$ cat src/rtl/ni_flit_sequencer_pkg.sv
// Shared constants for the NI flit sequencer: flit type encodings and sequencer states.
// The optional stall counter is enabled by NI_SEQ_STALL_CNT_EN.
package ni_flit_sequencer_pkg;

  localparam int unsigned FTYPE_W = 2;

  localparam logic [FTYPE_W-1:0] FTYPE_IDLE = 2'd0;
  localparam logic [FTYPE_W-1:0] FTYPE_HEAD = 2'd1;
  localparam logic [FTYPE_W-1:0] FTYPE_BODY = 2'd2;
  localparam logic [FTYPE_W-1:0] FTYPE_TAIL = 2'd3;

  typedef enum logic [1:0] {
    SEQ_IDLE = 2'd0,
    SEQ_HDR  = 2'd1,
    SEQ_PAY  = 2'd2
  } seq_state_t;

endpackage

$ cat src/rtl/ni_flit_sequencer_sat_counter.sv
// Saturating event counter used for the optional stall statistic.
// Only present when NI_SEQ_STALL_CNT_EN is defined.
`ifdef NI_SEQ_STALL_CNT_EN
module ni_sat_counter #(
  parameter int unsigned W = 16
) (
  input  logic         clock,
  input  logic         reset,
  input  logic         inc,
  output logic [W-1:0] count
);

  always_ff @(posedge clock or posedge reset) begin
    if (reset) begin
      count <= '0;
    end else if (inc && (count != '1)) begin
      count <= count + W'(1);
    end
  end

endmodule
`endif

$ cat src/rtl/ni_flit_sequencer.sv
// Packet sequencer driving the NI flit composer selects, one flit per handshake.
// Optional stall counter output stall_cnt enabled by NI_SEQ_STALL_CNT_EN.
module ni_flit_sequencer
  import ni_flit_sequencer_pkg::*;
#(
  parameter int unsigned FTYPEWD = FTYPE_W,
  parameter int unsigned HIDX_W  = 2,
  parameter int unsigned PIDX_W  = 4
) (
  input  logic               clock,
  input  logic               reset,
  input  logic               req_valid,
  output logic               req_ready,
  input  logic [HIDX_W:0]    req_hdr_flits,
  input  logic [PIDX_W:0]    req_pay_flits,
  output logic               flit_valid,
  input  logic               flit_ready,
  output logic [FTYPEWD-1:0] flit_type,
  output logic               is_payload,
  output logic [HIDX_W-1:0]  hdr_idx,
  output logic [PIDX_W-1:0]  pay_idx,
  output logic               busy,
  output logic               err_len
`ifdef NI_SEQ_STALL_CNT_EN
  ,
  output logic [15:0]        stall_cnt
`endif
);

  localparam logic [HIDX_W:0] HDR_MAX = {1'b1, {HIDX_W{1'b0}}};
  localparam logic [PIDX_W:0] PAY_MAX = {1'b1, {PIDX_W{1'b0}}};

  seq_state_t        state, state_nxt;
  logic [HIDX_W:0]   hdr_cnt, hdr_cnt_nxt;
  logic [PIDX_W:0]   pay_cnt, pay_cnt_nxt;
  logic [HIDX_W-1:0] hdr_idx_nxt;
  logic [PIDX_W-1:0] pay_idx_nxt;
  logic              err_nxt;
  logic              desc_legal;
  logic              hdr_last;
  logic              pay_last;

  // A one-flit packet cannot be both HEAD and TAIL, so it is rejected.
  assign desc_legal = (req_hdr_flits != '0) &&
                      (req_hdr_flits <= HDR_MAX) &&
                      (req_pay_flits <= PAY_MAX) &&
                      !((req_hdr_flits == (HIDX_W+1)'(1)) && (req_pay_flits == '0));

  assign hdr_last = ({1'b0, hdr_idx} == (hdr_cnt - (HIDX_W+1)'(1)));
  assign pay_last = ({1'b0, pay_idx} == (pay_cnt - (PIDX_W+1)'(1)));

  always_ff @(posedge clock or posedge reset) begin
    if (reset) begin
      state   <= SEQ_IDLE;
      hdr_cnt <= '0;
      pay_cnt <= '0;
      hdr_idx <= '0;
      pay_idx <= '0;
      err_len <= 1'b0;
    end else begin
      state   <= state_nxt;
      hdr_cnt <= hdr_cnt_nxt;
      pay_cnt <= pay_cnt_nxt;
      hdr_idx <= hdr_idx_nxt;
      pay_idx <= pay_idx_nxt;
      err_len <= err_nxt;
    end
  end

  always_comb begin
    state_nxt   = state;
    hdr_cnt_nxt = hdr_cnt;
    pay_cnt_nxt = pay_cnt;
    hdr_idx_nxt = hdr_idx;
    pay_idx_nxt = pay_idx;
    err_nxt     = 1'b0;
    unique case (state)
      SEQ_IDLE: begin
        if (req_valid) begin
          if (desc_legal) begin
            hdr_cnt_nxt = req_hdr_flits;
            pay_cnt_nxt = req_pay_flits;
            hdr_idx_nxt = '0;
            pay_idx_nxt = '0;
            state_nxt   = SEQ_HDR;
          end else begin
            err_nxt = 1'b1;
          end
        end
      end
      SEQ_HDR: begin
        if (flit_ready) begin
          if (hdr_last) begin
            if (pay_cnt != '0) begin
              state_nxt = SEQ_PAY;
            end else begin
              state_nxt   = SEQ_IDLE;
              hdr_idx_nxt = '0;
            end
          end else begin
            hdr_idx_nxt = hdr_idx + HIDX_W'(1);
          end
        end
      end
      SEQ_PAY: begin
        if (flit_ready) begin
          if (pay_last) begin
            state_nxt   = SEQ_IDLE;
            hdr_idx_nxt = '0;
            pay_idx_nxt = '0;
          end else begin
            pay_idx_nxt = pay_idx + PIDX_W'(1);
          end
        end
      end
      default: state_nxt = SEQ_IDLE;
    endcase
  end

  // All flit outputs decode from registered state; flit_ready never reaches them.
  always_comb begin
    req_ready  = (state == SEQ_IDLE);
    flit_valid = (state != SEQ_IDLE);
    busy       = (state != SEQ_IDLE);
    is_payload = (state == SEQ_PAY);
    flit_type  = FTYPEWD'(FTYPE_IDLE);
    unique case (state)
      SEQ_HDR: begin
        if (hdr_idx == '0) begin
          flit_type = FTYPEWD'(FTYPE_HEAD);
        end else if (hdr_last && (pay_cnt == '0)) begin
          flit_type = FTYPEWD'(FTYPE_TAIL);
        end else begin
          flit_type = FTYPEWD'(FTYPE_BODY);
        end
      end
      SEQ_PAY: begin
        flit_type = pay_last ? FTYPEWD'(FTYPE_TAIL) : FTYPEWD'(FTYPE_BODY);
      end
      default: flit_type = FTYPEWD'(FTYPE_IDLE);
    endcase
  end

`ifdef NI_SEQ_STALL_CNT_EN
  ni_sat_counter #(.W(16)) u_stall_cnt (
    .clock (clock),
    .reset (reset),
    .inc   (flit_valid && !flit_ready),
    .count (stall_cnt)
  );
`endif

endmodule

$ cat config.mk
export PLATFORM = sky130hd
export DESIGN_NAME = ni_flit_sequencer
export DESIGN_NICKNAME = d
export VERILOG_FILES = /design/src/rtl/ni_flit_sequencer_pkg.sv /design/src/rtl/ni_flit_sequencer_sat_counter.sv /design/src/rtl/ni_flit_sequencer.sv
export SDC_FILE = /design/constraint.sdc
export NUM_CORES = 1
export LEC_CHECK = 0
export BUFFER_PORTS_ARGS = -buffer_cell sky130_fd_sc_hd__buf_4
export CAP_MARGIN = 5
export CORE_ASPECT_RATIO = 1.5
export CORE_MARGIN = 2
export CORE_UTILIZATION = 42
export DETAILED_ROUTE_END_ITERATION = 12
export PLACE_DENSITY = 0.76
export SLEW_MARGIN = 10
export SYNTH_ARGS = -nofsm -noshare
export SYNTH_HDL_FRONTEND = slang
export SYNTH_HIERARCHICAL = 1
export SYNTH_SLANG_ARGS = --single-unit
$ cat constraint.sdc
create_clock -name clock -period 3.72 [get_ports clock]
set_input_delay 0.558 -clock clock [delete_from_list [all_inputs] [get_ports clock]]
set_output_delay 0.558 -clock clock [all_outputs]
set_load 0.05 [all_outputs]
==> results.tsv <==
stage	metric	value	unit
status	outcome	completed	
cts	clk_lat worst skew	0.29	ns
cts	Num CTS Buffers	3	
global_routing	largest net degree at the start of global routing	18	
global_routing	met3 usage	1.63	%
yosys	number of synthesized flops with an enable pin	0	
yosys	FFs w/ async S/R, synth	100	%
pwr	Reg power frac	26.8	%
global_routing	first-pass GRT wire length	4020	um
setup_path	Setup crit start kind	register	
yosys	syn nets	132	
yosys	Synth area leaders	dfrtp_1 39%, ha_1 9.2%, mux2_2 5.1%	
global_routing	Most Crowded Layer GR	met2	
routing	drt first pass iters	4	
yosys	register bit total from synthesis	17	
cts	CTS H-tree depth	1	
routing	DRC viols	0	
global_routing	antenna violations before repair	0	
timing	Slew @ Worst Pin	0.695	ns
timing	clk_skew	0.00312	ns
timing	Setup Viol. Count Final	0	
pwr	net load switching power	0.000579	W
yosys	Seq/Total Area, Yosys	38.9	%
timing	RSZ-0062 raised after global routing	no	
timing	slew margin rel.	53.5	%
setup_path	WP data arrival	2.38	ns
die	Die Area	3040	um^2
die	Rows	22	
routing	routed wire length	2290	um
yosys	Primary FF master, synth	dfrtp_1	
yosys	post-synthesis mux area share	6.98	%
yosys	mean post-synth cell area	9.76	um^2
yosys	synth unique cells	36	
yosys	Ys Warns	6	
yosys	most numerous cell in the Yosys netlist	dfrtp_1	
global_routing	global route overflow	0	
setup_path	CP Capture Type	output pin	
yosys	post-synth top area share	38.9	%
yosys	Cell Area, Synth	1090	um^2
cells_and_area	nets@finish	160	
yosys	largest area contributor in the netlist	dfrtp_1	
timing	setup TNS	0	ns
timing	Min Hold Slack	0.353	ns
cts	Post-CTS Hold Fix Bufs	0	
routing	number of DRC markers in iteration 0	14	
yosys	main combinational cell family by area after synthesis	simple AND/OR/NAND/NOR gates	
cells_and_area	share of cells above drive strength 1	29.5	%
cts	CTS Buffer Depth	2	
cts	CTS tree	yes	
yosys	adder-cell area share of the yosys netlist	9.15	%
routing	Via-to-Cell Ratio	5.71	
pwr	Max VDD drop	0.345	mV
yosys	Mapped Cells	112	
timing	Slew Limit Fails	0	
cts	post-CTS sizing	0	
cts	Clock Pin Slew Worst Setup and Hold Paths	0.09	ns
setup_path	worst-path maximum fanout	4	
global_routing	gr usage total	18.1	%
die	Core ar.	2450	um^2
cts	root buffer cell	clkbuf_4	
place	IO Port Bufs	24	
die	starting density of the core	44.6	%
cells_and_area	Ant. Diodes	0	
die	# IOs	25	
yosys	Synth top cells by count	17 x dfrtp_1, 11 x inv_1, 8 x ha_1	
global_routing	met2 global-route usage	31.5	%
cts	clock sinks	17	
pwr	Cell Pwr Density	894	nW/um^2
yosys	Post-Synth XOR/XNOR Area	5.61	%
global_routing	M1 GR Usage	20.7	%
cells_and_area	area growth from synthesis to layout	21.3	%
timing	final worst-path cycle share	79.0	%
timing	max frequency	340	MHz
pwr	clock power share	8.2	%
timing	min cycle time layout	2.94	ns
die	Die W	45.7	um
pwr	Comb pwr share	65.0	%
pwr	Internal	0.000607	W
setup_path	FF-to-FF path depth	8	
pwr	Sw Share	48.8	%
place	detailed placement HPWL	1880	um
timing	Final Hold Viols	0	
routing	Vias	930	
pwr	Leak	0.632	nW
place	GPL Wtd Cong	0.805	
routing	Final ANT Viol Nets	0	
hold_path	Hold Path Class	in2async	
flow_run	max-cap viol count	0	
yosys	Simple-Gate Fraction of Synth Area	17.7	%
setup_path	Required @ worst endpoint	3.16	ns
setup_path	Setup CP Type	reg2out	
cts	setup bufs post-CTS	0	
die	Die H	66.5	um
global_routing	number of global-route vias before repair	921	
routing	Routed WL per cell	14.0	um
yosys	complex-gate fraction of the synthesized area	16.8	%
-- area by class of cell --
| cell class | instances | area (um^2) |
|---|---|---|
| multi-input cells | 82 | 616 |
| inverters | 11 | 41.3 |
| clock buffers | 4 | 26.3 |
| repair buffers | 25 | 188 |
| fillers | 222 | 1120 |
| well taps | 24 | 30.0 |
| flip-flops and latches | 17 | 425 |
-- through the flow --
step / instances / power [W] / utilization [%] / instance area (um^2) / setup WS [ns]
finish: 163 / 0.00119 / 54.1 / 1330 / 0.780
global route: 163 / 0.00129 / 54.1 / 1330 / 0.615
CTS: 163 / 0.00120 / 54.1 / 1330 / 0.747
detailed placement: 159 / 0.00110 / 53.1 / 1300 / 1.05
global placement: 159 / 0.00106 / 53.1 / 1300 / 1.12
floorplan: 112 / 0.000914 / - / 1090 / 0.397
-- state kept, by name, indices dropped and copies added (netlist names) --
register	count
err_len	1
hdr_idx	2
pay_idx	4
hdr_cnt	3
pay_cnt	5
state	2
-- critical path, cell delays in order (launching register included) --
cell and delay [ns]:
dfrtp_1 0.39, inv_1 0.07, ha_1 0.20, or2b_2 0.20
a21oi_2 0.05, or4_4 0.55, nor3_1 0.18, nand2_1 0.07
a21boi_0 0.17, buf_4 0.23
-- metal layers --
metal / up-vias / routed length, um
met2: 18 / 1240
li1: 457 / -
met5: - / 0
met3: 4 / 63
met1: 451 / 940
met4: 0 / 47
-- path summary, 6_finish.rpt --
check                                  from            to  slack, ns
max                              pay_cnt[0]  flit_type[0]       0.78
min                                   reset       err_len       0.35
max reg2reg                      pay_cnt[0]      state[1]       1.04
min reg2reg                      hdr_cnt[2]    hdr_cnt[2]       0.54
max in group asynchronous             reset    pay_idx[2]       2.95
min in group clock         req_hdr_flits[1]    hdr_cnt[1]       0.50
-- cell families after synthesis --
family                   Yosys count
AO/OA/AOI/OAI                     26
XOR/XNOR                           7
adder cells (fa/ha/maj)            8
buffers and inverters             13
flip-flops                        17
multiplexers                       7
AND/OR/NAND/NOR                   34
-- cell usage in the layout, fill, tap and decap left out, types with 3 or more instances in the layout --
master	instances
a21oi_1	4
a22o_1	4
buf_4	25
clkbuf_4	3
dfrtp_1	17
ha_1	8
inv_1	11
mux2_2	5
nand2_1	6
nand3_1	3
nor2_1	6
nor2b_1	3
nor3_1	4
o21ai_0	6
xnor2_1	5
-- power by group through the flow --
stage               combinational, W  sequential (W)  clock [W]
finish                      0.000771        0.000318  0.0000978
global route                0.000850        0.000327   0.000111
CTS                         0.000776        0.000318   0.000104
detailed placement          0.000774        0.000322          0
global placement            0.000746        0.000315          0
floorplan                   0.000553        0.000361          0
Note: power is estimated with default switching activity, not from simulation.
